<file path="config.mk">
export PLATFORM = sky130hd
export DESIGN_NAME = mem_data_arb
export DESIGN_NICKNAME = d
export VERILOG_FILES = /design/src/rtl/mem_data_arb_pkg.sv /design/src/rtl/mem_data_arb_rr.sv /design/src/rtl/mem_data_arb.sv
export SDC_FILE = /design/constraint.sdc
export NUM_CORES = 1
export LEC_CHECK = 0
export ABC_AREA = 0
export ABC_CLOCK_PERIOD_IN_PS = 3900
export CORE_MARGIN = 1
export CORE_UTILIZATION = 23
export CTS_BUF_LIST = sky130_fd_sc_hd__clkbuf_8
export DETAILED_ROUTE_END_ITERATION = 10
export PLACE_DENSITY = 0.88
export SLEW_MARGIN = 15
export SYNTH_ARGS = -nofsm -noshare
export SYNTH_HDL_FRONTEND = slang
export SYNTH_SLANG_ARGS = --single-unit
</file>
<file path="constraint.sdc">
create_clock -name clk -period 3.9 [get_ports clk]
set_input_delay 0.585 -clock clk [delete_from_list [all_inputs] [get_ports clk]]
set_output_delay 0.585 -clock clk [all_outputs]
set_load 0.01 [all_outputs]
</file>
<file path="src/rtl/mem_data_arb_pkg.sv">
// mem_data_arb_pkg: shared constants for the data-memory arbiter.
//   ADDR_DEF / WORD_DEF : default address / data widths for the data memory
//   LOCK_CNT_W          : width of the lock-ownership cycle counter
//   P0 / P1             : port indices (P0 = load/store unit, P1 = loader/debug)
package mem_data_arb_pkg;

    localparam int unsigned ADDR_DEF   = 8;
    localparam int unsigned WORD_DEF   = 8;
    localparam int unsigned LOCK_CNT_W = 4;

    localparam logic P0 = 1'b0;
    localparam logic P1 = 1'b1;

endpackage

</file>
<file path="src/rtl/mem_data_arb_rr.sv">
// mem_data_arb_rr: 2-way round-robin picker.
//   req0, req1 : requests (already filtered by any ownership rule)
//   last       : port granted most recently
//   winner_c   : index of the winning port (P0 when nobody requests)
//   any_c      : at least one request present
module mem_data_arb_rr
    import mem_data_arb_pkg::*;
(
    input  logic req0,
    input  logic req1,
    input  logic last,
    output logic winner_c,
    output logic any_c
);

    // On contention the port that did not win last time goes first.
    always_comb begin
        any_c    = req0 | req1;
        winner_c = P0;
        if (req0 && req1) begin
            winner_c = ~last;
        end else if (req1) begin
            winner_c = P1;
        end
    end

endmodule

</file>
<file path="src/rtl/mem_data_arb.sv">
// mem_data_arb: two-requester round-robin arbiter in front of the
// single-port data memory (1-cycle read latency).
//   clk, rst            : clock, asynchronous active-low reset
//   req/we/addr/wdata/lockX : requester X command, held until gntX
//   gnt0, gnt1          : combinational grant
//   rvalid0, rvalid1    : registered; rdata holds that port's read result
//   rdata               : shared read return (mem_q)
//   mem_a/mem_w/mem_d   : command to memory, mem_q : memory read data
// Optional build macro MEM_ARB_LOCK_EN: lockX keeps port X as exclusive
// owner until an unlocked access or LOCK_MAX owned cycles elapse.
module mem_data_arb
    import mem_data_arb_pkg::*;
#(
    parameter int unsigned ADDR     = ADDR_DEF,
    parameter int unsigned WORD     = WORD_DEF,
    parameter int unsigned LOCK_MAX = 15
) (
    input  logic            clk,
    input  logic            rst,
    input  logic            req0,
    input  logic            req1,
    input  logic            we0,
    input  logic            we1,
    input  logic [ADDR-1:0] addr0,
    input  logic [ADDR-1:0] addr1,
    input  logic [WORD-1:0] wdata0,
    input  logic [WORD-1:0] wdata1,
    input  logic            lock0,
    input  logic            lock1,
    output logic            gnt0,
    output logic            gnt1,
    output logic            rvalid0,
    output logic            rvalid1,
    output logic [WORD-1:0] rdata,
    output logic [ADDR-1:0] mem_a,
    output logic            mem_w,
    output logic [WORD-1:0] mem_d,
    input  logic [WORD-1:0] mem_q
);

    logic last;
    logic last_nxt;
    logic winner_c;
    logic any_c;
    logic req0_eff_c;
    logic req1_eff_c;
    logic force_rel_c;
    logic rel_owner_c;

`ifdef MEM_ARB_LOCK_EN
    localparam logic [0:0] ST_FREE  = 1'b0;
    localparam logic [0:0] ST_OWNED = 1'b1;

    logic [0:0]            state;
    logic [0:0]            state_nxt;
    logic                  owner;
    logic                  owner_nxt;
    logic [LOCK_CNT_W-1:0] cnt;
    logic [LOCK_CNT_W-1:0] cnt_nxt;
    logic                  win_lock_c;

    // While owned, only the owner's request is visible to the picker.
    assign req0_eff_c  = req0 & ((state == ST_FREE) | (owner == P0));
    assign req1_eff_c  = req1 & ((state == ST_FREE) | (owner == P1));
    assign win_lock_c  = (winner_c == P1) ? lock1 : lock0;
    assign rel_owner_c = owner;

    // Lock FSM: take ownership on a locked grant, release on an unlocked
    // owner access or when the owned-cycle counter hits LOCK_MAX.
    always_comb begin
        state_nxt   = state;
        owner_nxt   = owner;
        cnt_nxt     = cnt;
        force_rel_c = 1'b0;
        case (state)
            ST_FREE: begin
                if (any_c && win_lock_c) begin
                    state_nxt = ST_OWNED;
                    owner_nxt = winner_c;
                    cnt_nxt   = '0;
                end
            end
            ST_OWNED: begin
                cnt_nxt = LOCK_CNT_W'(cnt + 1'b1);
                if (cnt_nxt == LOCK_CNT_W'(LOCK_MAX)) begin
                    force_rel_c = 1'b1;
                    state_nxt   = ST_FREE;
                end else if (any_c && (winner_c == owner) && !win_lock_c) begin
                    state_nxt = ST_FREE;
                end
            end
            default: state_nxt = ST_FREE;
        endcase
    end

    always_ff @(posedge clk or negedge rst) begin
        if (!rst) begin
            state <= ST_FREE;
            owner <= P0;
            cnt   <= '0;
        end else begin
            state <= state_nxt;
            owner <= owner_nxt;
            cnt   <= cnt_nxt;
        end
    end
`else
    logic unused_lock;

    assign req0_eff_c  = req0;
    assign req1_eff_c  = req1;
    assign force_rel_c = 1'b0;
    assign rel_owner_c = P0;
    assign unused_lock = ^{lock0, lock1, LOCK_CNT_W'(LOCK_MAX)};
`endif

    mem_data_arb_rr u_rr (
        .req0     (req0_eff_c),
        .req1     (req1_eff_c),
        .last     (last),
        .winner_c (winner_c),
        .any_c    (any_c)
    );

    assign gnt0  = any_c & (winner_c == P0);
    assign gnt1  = any_c & (winner_c == P1);
    assign rdata = mem_q;

    // Memory command mux; port 0 values drive the bus when idle.
    always_comb begin
        mem_a = addr0;
        mem_d = wdata0;
        mem_w = 1'b0;
        if (gnt1) begin
            mem_a = addr1;
            mem_d = wdata1;
            mem_w = we1;
        end else if (gnt0) begin
            mem_w = we0;
        end
    end

    // A forced release hands priority away from the former owner.
    always_comb begin
        last_nxt = last;
        if (force_rel_c) begin
            last_nxt = rel_owner_c;
        end else if (any_c) begin
            last_nxt = winner_c;
        end
    end

    always_ff @(posedge clk or negedge rst) begin
        if (!rst) begin
            last    <= P1;
            rvalid0 <= 1'b0;
            rvalid1 <= 1'b0;
        end else begin
            last    <= last_nxt;
            rvalid0 <= gnt0 & ~we0;
            rvalid1 <= gnt1 & ~we1;
        end
    end

endmodule

</file>
## Word level (Yosys, flattened, before mapping)

Cells that the tools add are included.

- Input port bits: 48
- Output and inout port bits: 29
- Latch bits: 0
- Memories kept: 0
- Bits in registers: 3
- Word-level logic and storage cells: 19
- Memory bits (writable): 0
- Bits in read-only memories: 0

- Divide/modulo/power cells: 0
- Add/subtract/negate cells: 0
- Equality and inequality tests: 0
- Bitwise logic cells: 9
- Reductions and logical operators: 1
- Shifts and indexed selects: 0
- Magnitude comparators: 0
- Multipliers: 0
- Mux-type cells: 6

Operators with widths:

| kind | count |
|---|---|
| $mux 8 | 2 |
| $and 1x1->1 | 4 |
| $mux 1 | 4 |
| $not 1->1 | 4 |
| $logic_and 1x1->1 | 1 |
| $or 1x1->1 | 1 |

## Depth between registers and ports, before layout

- Depth in word-level cells: 6
- Gate-level depth with buffers: 4
- Gate-level depth less buffers: 2

## Cells and area by module

A second synthesis with hierarchy kept.

- Cell total of the unflattened synthesis: 39
- Area total of the unflattened synthesis: 425.4 um^2

By module, submodules not included:

| module | cells an instance | instances | area an instance (um^2) | seq. area each (um^2) |
|---|---|---|---|---|
| mem_data_arb | 37 | 1 | 411.6 | 76.3 |
| mem_data_arb_rr | 2 | 1 | 13.8 | 0.0 |

## Worst setup path after synthesis

No wires, ideal clock.

- Kind: input -> output
- Start: input port req1
- End: output port mem_d[0]
- Arrival: 1.326 ns
- Buffers on the path: 2
- Required time: 3.315 ns
- Slack: 1.989 ns
- Stages: 4
- Cells stage by stage: a21boi_2 > buf_6 > buf_12 > mux2_4

- Cells in the longest elaborated chain, start to end: 4
- Elaborated cells between the ends (all ways): 6
- Those cells by class: mux (3); bitwise (2); reduce/logical (1)

Ends and longest elaborated chain:

| element | RTL line | text |
|---|---|---|
| from (decl) | mem_data_arb.sv:21 | `input logic req1,` |
| $mux 1 / $logic_and 1x1->1 (equally long branches) | mem_data_arb_rr.sv:22, mem_data_arb_rr.sv:20 |  |
| $mux 1 | mem_data_arb_rr.sv:20 | `if (req0 && req1) begin` |
| $and 1x1->1 * | mem_data_arb.sv:126 | `assign gnt1 = any_c & (winner_c == P1);` |
| named net gnt1 | mem_data_arb.sv:31 | `output logic gnt1,` |
| $mux 8 * | mem_data_arb.sv:134 | `if (gnt1) begin` |
| to (decl) | mem_data_arb.sv:37 | `output logic [WORD-1:0] mem_d,` |

The timed path passes the listed nets; every way through them passes the cells marked *.

## Worst setup path after layout

- Start: input port req1
- End: output port mem_a[4]

- Cells in the longest elaborated chain, start to end: 4
- Elaborated cells between the ends (all ways): 6
- Those cells by class: mux (3); bitwise (2); reduce/logical (1)

Ends and longest elaborated chain:

| element | RTL line | text |
|---|---|---|
| $mux 1 / $logic_and 1x1->1 (equally long branches) | mem_data_arb_rr.sv:22, mem_data_arb_rr.sv:20 |  |
| $mux 1 | mem_data_arb_rr.sv:20 |  |
| $and 1x1->1 * | mem_data_arb.sv:126 |  |
| $mux 8 * | mem_data_arb.sv:134 |  |
| to (decl) | mem_data_arb.sv:35 | `output logic [ADDR-1:0] mem_a,` |

Every way passes the cells marked *; elsewhere a longest branch is shown, timed or not.

==> reports/results.txt <==
Status: complete, no violations
Layout cell share with drive strength beyond 1: 26.7%
DIE AREA: 2070 um^2
Initial detailed-routing violation count: 2
Top cells by count, synth: mux2_2 (9), buf_4 (8), mux2_4 (7)
CTS sink cnt: 3
Share of the synthesized area in the top cell type: 24.1%
Vias per Instance: 4.20
Final hold vios: 0
Initial antenna violation count: 0
CTS Buf Count: 3
IO Pins: 77
Total wire length: 1.27 mm
CTS Root Cell: clkbuf_8
Max stage delay on crit path: 0.49 ns
Largest area contributor in the netlist: mux2_4
First-pass GRT wire length: 1.80 mm
Via count: 483
CP required: 3.31 ns
Residual DRC count: 0
Max VDD drop: 154 uV
# rows: 15
Fin crit period: 2.95 ns
Mapped cell area: 435 um^2
CTS Hold Bufs: 0
Final ANT Viol Nets: 0
Peak Freq: 0.339 GHz
Fillers: 152
Register area share after synthesis: 17.5%
Max Buffers Root-to-Sink: 2
Post-DP HPWL: 1.12 mm
Tot GR Track Use: 11.6%
Ys flop type: dfrtp_1
# port buffers: 58
Final net count: 139
Clock Pin Slew Worst Setup and Hold Paths: 0.03 ns
Finished Cell Area: 1010 um^2
Synth Warn #: 0
Max-slew headroom: 83.5%
Count leader, synth: mux2_2
Core area: 1750 um^2
CP cell instances: clkdlybuf4s50_1 -> a21boi_2 -> buf_4 -> mux2_2 -> clkdlybuf4s50_1
Max FO, Critical Path: 19
Delay-heaviest family, CP: buffers and inverters
Drt wl/cell: 11.0 um
Max-cap viol count: 0
Grt ovf: 0
Pre-CTS WS: 0.932 ns
Die H: 45.5 um
Diodes inserted: 0
Syn_area_per_cell: 11.8 um^2
Tot Pwr: 248 uW
Syn_nets: 85
Die W: 45.5 um
Synth area leaders: mux2_4 (24%), mux2_2 (23%), buf_4 (14%), dfrtp_1 (11%), dfstp_2 (6.0%)
TritonCTS clock tree: done
Area grow syn2layout: 132%
Total negative slack: 0 ns
Critical Path Start Type: input port
WS Path Type: input port to output pin
Initial Util: 24.9%
Max-slew violation count: 0
RSZ-0062 raised after global routing: false
Post-CTS Setup Bufs: 0
Final worst slack: 0.952 ns
Critical Path AT: 2.36 ns
Cells after Synth: 37
Largest net degree at the start of global routing: 20
Number of synthesized flops with an enable pin: 0
Clk Latency, worst-skew pair: 0.21 ns
Min-delay worst type: flip-flop to flip-flop
Resized cells post-CTS: 0
Dpl cell area: 963 um^2
Power per cell area: 246 nW/um^2
LEAKAGE: 0.408 nW
Number of global-route vias before repair: 476
Seq cells post-synth: 3
Slowest stage cell, crit path: clkdlybuf4s50_1
Yosys cell types: 15
1st-pass router iterations: 2
CTS H-tree lvls: 1
Most used cell, CP: clkdlybuf4s50_1
Final setup viols: 0
Setup Skew: 0.000465 ns
CP endpoint kind: output pin
Gp weighted congestion: 0.642
Asr flop ratio synth: 100%
Worst slew pin tran: 0.248 ns
Tcrit/Tclk final: 75.6%
Worst Path Buf+Inv: 3
==> path summary, 6_finish.rpt <==
kind / slack (ns) / start / to / cells past startpoint
min in group asynchronous: 0.55 / rst / rvalid0 / 1
setup / recovery: 0.95 / req1 / mem_a[4] / 5
hold / removal: 0.51 / last / last / 2
hold reg to reg: 0.51 / last / last / 2
max in group asynchronous: 3.13 / rst / last / 1
setup reg to reg: 2.81 / last / rvalid1 / 3
==> power by group <==
| part | leakage [nW] | total, mW | internal [mW] | switching (mW) |
|---|---|---|---|---|
| clock | 0.0269 | 0.0853 | 0.0668 | 0.0184 |
| sequential | 0.0369 | 0.0375 | 0.0354 | 0.00215 |
| combinational | 0.344 | 0.125 | 0.0892 | 0.0358 |
| total | 0.408 | 0.248 | 0.191 | 0.0564 |
==> metrics by stage <==
stage	util, %	std cells	hold slack (ns)
floorplan	-	37	0.289
global placement	55.2	111	0.505
detailed placement	55.2	111	0.502
CTS	57.8	115	0.507
global route	57.8	115	0.536
finish	57.8	115	0.508
==> cell families (layout without fill, tap and decap cells) <==
family / count (synthesis) / after routing / share of synthesized area (%)
muxes: 16 / 16 / 47.4
buffers and inverters: 10 / 63 / 21.0
and+or+nand+nor: 5 / 5 / 8.05
AOI/OAI and AO/OA: 3 / 3 / 6.03
DFF: 3 / 3 / 17.5
==> final cells by class <==
cell class / instances / area (um^2) / area share (%)
repair buffers: 59 / 588 / 58.3
multi-input cells: 24 / 268 / 26.6
flip-flops and latches: 3 / 76.3 / 7.57
clock buffers: 3 / 41.3 / 4.09
well taps: 25 / 31.3 / 3.10
clock inverters: 1 / 3.75 / 0.372
==> flip-flops by register name, summed over array words and instances (netlist names) <==
name / count
rvalid1: 1
last: 1
rvalid0: 1
==> worst reg2reg max path, cell delays in order, from the launching register on <==
cell	delay, ns
dfstp_2	0.55
a21boi_2	0.06
buf_4	0.22
nor2b_1	0.15
==> placed cells by master, fill, tap and decap left out <==
cell             count
nor2_1               1
and2_2               1
dfstp_2              1
a32o_1               1
buf_4                1
dfrtp_1              2
and3b_2              1
mux2_4               7
or2b_1               1
clkbuf_8             3
a21boi_2             1
nor2b_1              1
a21oi_1              1
inv_1                1
mux2_2               9
clkdlybuf4s50_1     58
==> routing by layer <==
metal	vias to the layer above	part of all wire, %	GRT usage, %	wire length, um
met2	40	55	23.4	691
met3	2	14	5.16	179
met1	211	31	10.9	390
met4	0	0.39	0.606	5
li1	230	-	-	-
met5	-	0	0	0
No activity file was read; power rests on OpenSTA's default activity.
